### config.mk
export PLATFORM = sky130hd
export DESIGN_NAME = axi_read_data_router_flat
export DESIGN_NICKNAME = d
export VERILOG_FILES = /design/src/rtl/axi_read_data_router_if.sv /design/src/rtl/axi_read_data_router.sv /design/src/flat_wrapper.sv
export SDC_FILE = /design/constraint.sdc
export NUM_CORES = 1
export LEC_CHECK = 0
export BUFFER_PORTS_ARGS = -buffer_cell sky130_fd_sc_hd__buf_2
export CAP_MARGIN = 10
export CORE_AREA = 2 2 84 86
export DETAILED_ROUTE_END_ITERATION = 8
export DIE_AREA = 0 0 86 88
export PLACE_DENSITY = 0.81
export SETUP_SLACK_MARGIN = 0.1
export SYNTH_ARGS = -nofsm -noshare
export SYNTH_HDL_FRONTEND = slang
export SYNTH_SLANG_ARGS = --single-unit
### constraint.sdc
create_clock -name clk -period 1.95 [get_ports clk]
set_input_delay 0.39 -clock clk [delete_from_list [all_inputs] [get_ports clk]]
set_output_delay 0.39 -clock clk [all_outputs]
set_load 0.1 [all_outputs]
### src/rtl/axi_read_data_router_if.sv
// AXI read-data (R) channel bundle. The master modport drives a beat, the slave modport
// accepts it. IW is the RID width carried on this particular link.
interface axi_read_data_router_if #(
  parameter int unsigned IW = 4,
  parameter int unsigned DW = 32
);
  logic [IW-1:0] rid;
  logic [DW-1:0] rdata;
  logic [1:0]    rresp;
  logic          rlast;
  logic          rvalid;
  logic          rready;

  modport master (output rid, rdata, rresp, rlast, rvalid, input rready);
  modport slave  (input rid, rdata, rresp, rlast, rvalid, output rready);
endinterface

### src/rtl/axi_read_data_router.sv
// Round-robin R-channel return router: S0/S1/SD bursts are locked per RLAST and steered to
// M0/M1 by the RID tag. Define RD_SKID_BUF_EN for a 2-entry registered skid FIFO on the output.
module axi_read_data_router #(
  parameter int unsigned IDW = 4,
  parameter int unsigned DW  = 32
) (
  input  logic                   clk,
  input  logic                   rst,
  axi_read_data_router_if.slave  s0,
  axi_read_data_router_if.slave  s1,
  axi_read_data_router_if.slave  sd,
  axi_read_data_router_if.master m0,
  axi_read_data_router_if.master m1
);
  localparam int unsigned SIW = IDW + 4;
  localparam logic [1:0] GrantNone = 2'd3;
  localparam logic [1:0] SlvSd     = 2'd2;

  typedef enum logic [0:0] {StIdle, StBurst} state_e;

  state_e     state_q, state_d;
  logic [1:0] grant_q, grant_d;
  logic [1:0] rr_ptr_q, rr_ptr_d;

  logic [SIW-1:0] s_rid   [3];
  logic [DW-1:0]  s_rdata [3];
  logic [1:0]     s_rresp [3];
  logic [2:0]     s_rlast, s_rvalid, s_rready;
  logic [1:0]     m_rready;

  assign s_rid[0]   = s0.rid;
  assign s_rid[1]   = s1.rid;
  assign s_rid[2]   = sd.rid;
  assign s_rdata[0] = s0.rdata;
  assign s_rdata[1] = s1.rdata;
  assign s_rdata[2] = sd.rdata;
  assign s_rresp[0] = s0.rresp;
  assign s_rresp[1] = s1.rresp;
  assign s_rresp[2] = sd.rresp;
  assign s_rlast    = {sd.rlast, s1.rlast, s0.rlast};
  assign s_rvalid   = {sd.rvalid, s1.rvalid, s0.rvalid};
  assign s0.rready  = s_rready[0];
  assign s1.rready  = s_rready[1];
  assign sd.rready  = s_rready[2];
  assign m_rready   = {m1.rready, m0.rready};

  logic [SIW-1:0] g_rid;
  logic [DW-1:0]  g_rdata;
  logic [1:0]     g_rresp;
  logic           g_rlast, g_rvalid, g_ready;
  logic [3:0]     g_tag;
  logic           g_dest, g_discard, burst;

  always_comb begin
    g_rid    = '0;
    g_rdata  = '0;
    g_rresp  = '0;
    g_rlast  = 1'b0;
    g_rvalid = 1'b0;
    for (int i = 0; i < 3; i++) begin
      if (grant_q == 2'(i)) begin
        g_rid    = s_rid[i];
        g_rdata  = s_rdata[i];
        g_rresp  = s_rresp[i];
        g_rlast  = s_rlast[i];
        g_rvalid = s_rvalid[i];
      end
    end
  end

  assign burst     = (state_q == StBurst);
  assign g_tag     = g_rid[SIW-1:IDW];
  assign g_dest    = g_tag[0];
  // Tags other than 0/1 are swallowed so a misrouted slave cannot stall the shared path.
  assign g_discard = |g_tag[3:1];

  always_comb begin
    s_rready = '0;
    for (int i = 0; i < 3; i++) begin
      s_rready[i] = burst && (grant_q == 2'(i)) && g_ready;
    end
  end

  logic [2:0] cand;
  logic       found;

  always_comb begin
    state_d  = state_q;
    grant_d  = grant_q;
    rr_ptr_d = rr_ptr_q;
    cand     = '0;
    found    = 1'b0;
    unique case (state_q)
      StIdle: begin
        for (int i = 0; i < 3; i++) begin
          cand = {1'b0, rr_ptr_q} + 3'(i);
          if (cand >= 3'd3) cand = cand - 3'd3;
          if (!found && s_rvalid[cand[1:0]]) begin
            found   = 1'b1;
            grant_d = cand[1:0];
            state_d = StBurst;
          end
        end
      end
      StBurst: begin
        if (g_rvalid && g_ready && g_rlast) begin
          state_d  = StIdle;
          grant_d  = GrantNone;
          rr_ptr_d = (grant_q == SlvSd) ? 2'd0 : grant_q + 2'd1;
        end
      end
      default: state_d = StIdle;
    endcase
  end

  always_ff @(posedge clk or negedge rst) begin
    if (!rst) begin
      state_q  <= StIdle;
      grant_q  <= GrantNone;
      rr_ptr_q <= 2'd0;
    end else begin
      state_q  <= state_d;
      grant_q  <= grant_d;
      rr_ptr_q <= rr_ptr_d;
    end
  end

`ifdef RD_SKID_BUF_EN
  typedef struct packed {
    logic           dest;
    logic [IDW-1:0] rid;
    logic [DW-1:0]  rdata;
    logic [1:0]     rresp;
    logic           rlast;
  } beat_t;

  beat_t      fifo_q [2];
  beat_t      head, in_beat;
  logic       wr_ptr_q, rd_ptr_q;
  logic [1:0] cnt_q;
  logic       full, push, pop;

  assign full    = (cnt_q == 2'd2);
  assign head    = fifo_q[rd_ptr_q];
  assign in_beat = {g_dest, g_rid[IDW-1:0], g_rdata, g_rresp, g_rlast};
  assign g_ready = g_discard || !full;
  assign push    = burst && g_rvalid && !g_discard && !full;
  assign pop     = (cnt_q != 2'd0) && m_rready[head.dest];

  always_ff @(posedge clk or negedge rst) begin
    if (!rst) begin
      fifo_q[0] <= '0;
      fifo_q[1] <= '0;
      wr_ptr_q  <= 1'b0;
      rd_ptr_q  <= 1'b0;
      cnt_q     <= 2'd0;
    end else begin
      if (push) begin
        fifo_q[wr_ptr_q] <= in_beat;
        wr_ptr_q         <= !wr_ptr_q;
      end
      if (pop) rd_ptr_q <= !rd_ptr_q;
      cnt_q <= cnt_q + 2'(push) - 2'(pop);
    end
  end

  always_comb begin
    m0.rid = '0; m0.rdata = '0; m0.rresp = '0; m0.rlast = 1'b0; m0.rvalid = 1'b0;
    m1.rid = '0; m1.rdata = '0; m1.rresp = '0; m1.rlast = 1'b0; m1.rvalid = 1'b0;
    if (cnt_q != 2'd0) begin
      if (head.dest) begin
        m1.rid = head.rid; m1.rdata = head.rdata; m1.rresp = head.rresp;
        m1.rlast = head.rlast; m1.rvalid = 1'b1;
      end else begin
        m0.rid = head.rid; m0.rdata = head.rdata; m0.rresp = head.rresp;
        m0.rlast = head.rlast; m0.rvalid = 1'b1;
      end
    end
  end
`else
  always_comb begin
    m0.rid = '0; m0.rdata = '0; m0.rresp = '0; m0.rlast = 1'b0; m0.rvalid = 1'b0;
    m1.rid = '0; m1.rdata = '0; m1.rresp = '0; m1.rlast = 1'b0; m1.rvalid = 1'b0;
    g_ready = 1'b0;
    if (burst) begin
      g_ready = g_discard ? 1'b1 : m_rready[g_dest];
      if (g_rvalid && !g_discard) begin
        if (g_dest) begin
          m1.rid = g_rid[IDW-1:0]; m1.rdata = g_rdata; m1.rresp = g_rresp;
          m1.rlast = g_rlast; m1.rvalid = 1'b1;
        end else begin
          m0.rid = g_rid[IDW-1:0]; m0.rdata = g_rdata; m0.rresp = g_rresp;
          m0.rlast = g_rlast; m0.rvalid = 1'b1;
        end
      end
    end
  end
`endif

endmodule

### src/flat_wrapper.sv
// flat-port wrapper written by rule: the top's interface ports become plain ports
module axi_read_data_router_flat 
#(
  parameter int unsigned IDW = 4,
  parameter int unsigned DW  = 32
)
  (clk, rst, s0_rid, s0_rdata, s0_rresp, s0_rlast, s0_rvalid, s0_rready, s1_rid, s1_rdata, s1_rresp, s1_rlast, s1_rvalid, s1_rready, sd_rid, sd_rdata, sd_rresp, sd_rlast, sd_rvalid, sd_rready, m0_rid, m0_rdata, m0_rresp, m0_rlast, m0_rvalid, m0_rready, m1_rid, m1_rdata, m1_rresp, m1_rlast, m1_rvalid, m1_rready);
  axi_read_data_router_if #(.IW(IDW + 4), .DW(DW)) s0_i ();
  axi_read_data_router_if #(.IW(IDW + 4), .DW(DW)) s1_i ();
  axi_read_data_router_if #(.IW(IDW + 4), .DW(DW)) sd_i ();
  axi_read_data_router_if #(.IW(IDW), .DW(DW)) m0_i ();
  axi_read_data_router_if #(.IW(IDW), .DW(DW)) m1_i ();
  input  logic clk;
  input  logic rst;
  input wire logic [$bits(s0_i.rid)-1:0] s0_rid;
  input wire logic [$bits(s0_i.rdata)-1:0] s0_rdata;
  input wire logic [$bits(s0_i.rresp)-1:0] s0_rresp;
  input wire logic [$bits(s0_i.rlast)-1:0] s0_rlast;
  input wire logic [$bits(s0_i.rvalid)-1:0] s0_rvalid;
  output wire logic [$bits(s0_i.rready)-1:0] s0_rready;
  input wire logic [$bits(s1_i.rid)-1:0] s1_rid;
  input wire logic [$bits(s1_i.rdata)-1:0] s1_rdata;
  input wire logic [$bits(s1_i.rresp)-1:0] s1_rresp;
  input wire logic [$bits(s1_i.rlast)-1:0] s1_rlast;
  input wire logic [$bits(s1_i.rvalid)-1:0] s1_rvalid;
  output wire logic [$bits(s1_i.rready)-1:0] s1_rready;
  input wire logic [$bits(sd_i.rid)-1:0] sd_rid;
  input wire logic [$bits(sd_i.rdata)-1:0] sd_rdata;
  input wire logic [$bits(sd_i.rresp)-1:0] sd_rresp;
  input wire logic [$bits(sd_i.rlast)-1:0] sd_rlast;
  input wire logic [$bits(sd_i.rvalid)-1:0] sd_rvalid;
  output wire logic [$bits(sd_i.rready)-1:0] sd_rready;
  output wire logic [$bits(m0_i.rid)-1:0] m0_rid;
  output wire logic [$bits(m0_i.rdata)-1:0] m0_rdata;
  output wire logic [$bits(m0_i.rresp)-1:0] m0_rresp;
  output wire logic [$bits(m0_i.rlast)-1:0] m0_rlast;
  output wire logic [$bits(m0_i.rvalid)-1:0] m0_rvalid;
  input wire logic [$bits(m0_i.rready)-1:0] m0_rready;
  output wire logic [$bits(m1_i.rid)-1:0] m1_rid;
  output wire logic [$bits(m1_i.rdata)-1:0] m1_rdata;
  output wire logic [$bits(m1_i.rresp)-1:0] m1_rresp;
  output wire logic [$bits(m1_i.rlast)-1:0] m1_rlast;
  output wire logic [$bits(m1_i.rvalid)-1:0] m1_rvalid;
  input wire logic [$bits(m1_i.rready)-1:0] m1_rready;
  assign s0_i.rid = s0_rid;
  assign s0_i.rdata = s0_rdata;
  assign s0_i.rresp = s0_rresp;
  assign s0_i.rlast = s0_rlast;
  assign s0_i.rvalid = s0_rvalid;
  assign s0_rready = s0_i.rready;
  assign s1_i.rid = s1_rid;
  assign s1_i.rdata = s1_rdata;
  assign s1_i.rresp = s1_rresp;
  assign s1_i.rlast = s1_rlast;
  assign s1_i.rvalid = s1_rvalid;
  assign s1_rready = s1_i.rready;
  assign sd_i.rid = sd_rid;
  assign sd_i.rdata = sd_rdata;
  assign sd_i.rresp = sd_rresp;
  assign sd_i.rlast = sd_rlast;
  assign sd_i.rvalid = sd_rvalid;
  assign sd_rready = sd_i.rready;
  assign m0_rid = m0_i.rid;
  assign m0_rdata = m0_i.rdata;
  assign m0_rresp = m0_i.rresp;
  assign m0_rlast = m0_i.rlast;
  assign m0_rvalid = m0_i.rvalid;
  assign m0_i.rready = m0_rready;
  assign m1_rid = m1_i.rid;
  assign m1_rdata = m1_i.rdata;
  assign m1_rresp = m1_i.rresp;
  assign m1_rlast = m1_i.rlast;
  assign m1_rvalid = m1_i.rvalid;
  assign m1_i.rready = m1_rready;
  axi_read_data_router #(.IDW(IDW), .DW(DW)) u_core (.clk(clk), .rst(rst), .s0(s0_i), .s1(s1_i), .sd(sd_i), .m0(m0_i), .m1(m1_i));
endmodule
==> summary.md <==
| Metric | Value |
|---|---|
| Crit Reg-Reg Startpoint | u_core.grant_q[0] |
| Clock tree root buffer cell | clkbuf_8 |
| Pwr Density | 1410 nW/um2 |
| CTS buffer count | 3 |
| GRT Total Usage | 0.293 |
| Maximum capacitance violations | 0 |
| CP max stage cell | dfstp_2 |
| Crit path kind | flip-flop to output pin |
| Asr flop ratio synth | 1.00 |
| Fmax | 0.369 GHz |
| Share of cells above drive strength 1 | 0.715 |
| Maximum clock path buffer count | 2 |
| Syn Std Cell Area | 1720 um2 |
| Mean post-synth cell area | 6.05 um2 |
| Synth top area share | 0.267 |
| Cells after Synth | 284 |
| CP Depth | 8 |
| Power Total | 7.88 mW |
| CP startpoint | u_core.grant_q[0] |
| Main synth FF type | dfrtp_1 |
| DP Worst Slack | -0.492 ns |
| Row Count | 30 |
| Worst Max-Slew Pin Slew | 0.401 ns |
| Ports | 219 |
| ANT nets after route | 0 |
| Clk_skew | 0.00442 ns |
| Largest net degree at the start of global routing | 23 |
| Startpoint types | flip-flop |
| Fin crit share | 1.39 |
| Drt total wl | 12.7 mm |
| Crit path DAT | 2.32 ns |
| Vias/cell | 5.32 |
| Final setup violation count | 88 |
| Slew HR | 0.732 |
| Congestion Overflow GR | 0 |
| Iteration-0 DRC Markers | 119 |
| Worst-skew pair later-pin latency | 0.22 ns |
| TritonCTS clock tree | yes |
| Worst VDD drop | 1.22 mV |
| Die area | 7570 um2 |
| Crit-path cells | buf_12, mux2i_1, o2bb2ai_2, nand2_1, or3b_4, buf_12, nor2_4, buf_12 |
| Initial core utilization | 0.259 |
| First-pass GRT wire length | 17.4 mm |
| Via count | 3423 |
| Req. time, crit path | 1.56 ns |
| Leak | 2.46 nW |
| H-tree depth | 1 |
| # clock sinks | 5 |
| Max-slew violations | 0 |
| Seq/Total Area, Yosys | 0.0743 |
| Post-synthesis register bit count | 5 |
| Net count, final | 704 |
| Post-synth cell types | 34 |
| PortBufs | 218 |
| Final HPWL DP | 9.16 mm |
| Synth top area cells | nor2_1 27%, mux2i_1 25%, a21oi_1 13% |
| Vias in the first global route | 3476 |
| Crit. End Element | output pin |
| RSZ-0062 raised after global routing | yes |
| Die span in y | 88 um |
| Ys Warns | 0 |
| Worst R2R Path Depth | 8 |
| Number of enable flip-flop cells after synthesis | 0 |
| Die Width | 86 um |
| DR pass1 iterations | 5 |
| GPL Wtd Cong | 0.946 |
| Drt wl/cell | 19.7 um |
| Violated checks | setup timing |
| Worst hold path type | input port to asynchronous set/reset pin |
| Ant. Diodes | 0 |
| Top delay family on crit path | simple AND/OR/NAND/NOR gates |
| Post-synth top area cell | nor2_1 |
| Final Hold Fails | 0 |
| Post-route minimum period | 2.71 ns |
| Initial antenna violation count | 0 |
| Core area | 6640 um2 |
| CP max FO | 22 |
| Cell mode on critical path | buf_12 |
| Outcome | finished with violations |
| Fin worst setup slack | -0.758 ns |
| Syn-to-layout area delta | 225% |
| Syn Nets | 423 |
| CP max stage delay | 0.55 ns |
| Clock-pin slew on the worst setup and hold paths | 0.04 ns |
| Residual DRC | 0 |
| CP Buf/Inv Count | 3 |
[timing repair]
item                                   4_1_cts  5_1_grt
hold buffers                                 1        0
endpoints found under the hold margin        3        0
setup buffers                                6        1
gates resized for setup                     22       11
setup endpoints to repair                   88       88
cloned                                       1        0
pin swaps                                   12        4
[layout by cell type (no fill, tap or decap), drive strengths merged, types with 3 or more instances in the layout]
master / synthesis / layout
buf: 15 / 299
ha: 3 / 3
a21oi: 46 / 46
inv: 8 / 6
clkbuf: 9 / 4
nand2b: 3 / 3
mux2i: 43 / 43
mux2: 3 / 3
dfrtp: 3 / 3
nor2: 122 / 122
[logic make-up (layout without fill, tap and decap cells)]
kind of cell | count (synthesis) | in the layout | synth area share
flops | 5 | 5 | 0.0743
simple gates | 138 | 138 | 0.331
buf+inv | 32 | 312 | 0.0961
mux | 46 | 46 | 0.270
compound gates | 60 | 60 | 0.207
fa+ha+maj | 3 | 3 | 0.0219
[layer usage]
layer | track usage | wire length [um] | vias up
li1 | - | - | 1523
met1 | 0.289 | 4010 | 1580
met2 | 0.607 | 7060 | 261
met3 | 0.0349 | 1020 | 59
met4 | 0.115 | 612 | 0
met5 | 0 | 0 | -
[state kept, by name (all words and copies together) (netlist names)]
name	flops
u_core.burst	1
u_core.grant_q	2
u_core.rr_ptr_q	2
[metrics by stage]
stage	hold slack (ns)	cell area (um2)	std cells	utilization	setup TNS, ns
after floorplan	0.0944	2420	284	-	-40.27
after global placement	0.204	5300	631	0.797	-27.63
after detailed placement	0.210	5300	631	0.797	-36.47
after CTS	0.521	5520	643	0.831	-49.40
after global routing	0.556	5580	644	0.839	-61.49
final	0.542	5580	644	0.839	-56.96
[worst paths after layout]
check / endpoint / slack [ns]
max: m0_rresp[1] / -0.76
min: u_core.burst / 0.54
max reg2reg: u_core.rr_ptr_q[0] / -0.33
min reg2reg: u_core.rr_ptr_q[1] / 0.64
max in group asynchronous: u_core.grant_q[0] / 1.18
min in group clk: u_core.rr_ptr_q[1] / 0.64
[cell usage after synthesis, types with 3 or more instances]
| library cell | n |
|---|---|
| a21oi_1 | 46 |
| buf_1 | 4 |
| buf_2 | 6 |
| buf_6 | 5 |
| clkbuf_1 | 9 |
| dfrtp_1 | 3 |
| ha_1 | 3 |
| inv_1 | 8 |
| mux2i_1 | 43 |
| nand2b_1 | 3 |
| nor2_1 | 122 |
[report_power, final]
group	total [mW]	internal (mW)	switching (mW)
combinational	7.48	2.94	4.55
clock	0.192	0.140	0.0520
sequential	0.206	0.159	0.0471
[cell type report]
class	count	area (um2)
Timing Repair Buffer	300	3130
Multi-Input combinational cell	247	2130
Fill cell	314	1070
Sequential cell	5	128
Tap cell	80	100
Clock buffer	4	45.0
Inverter	8	37.5
(Power assumes the default switching activity.)
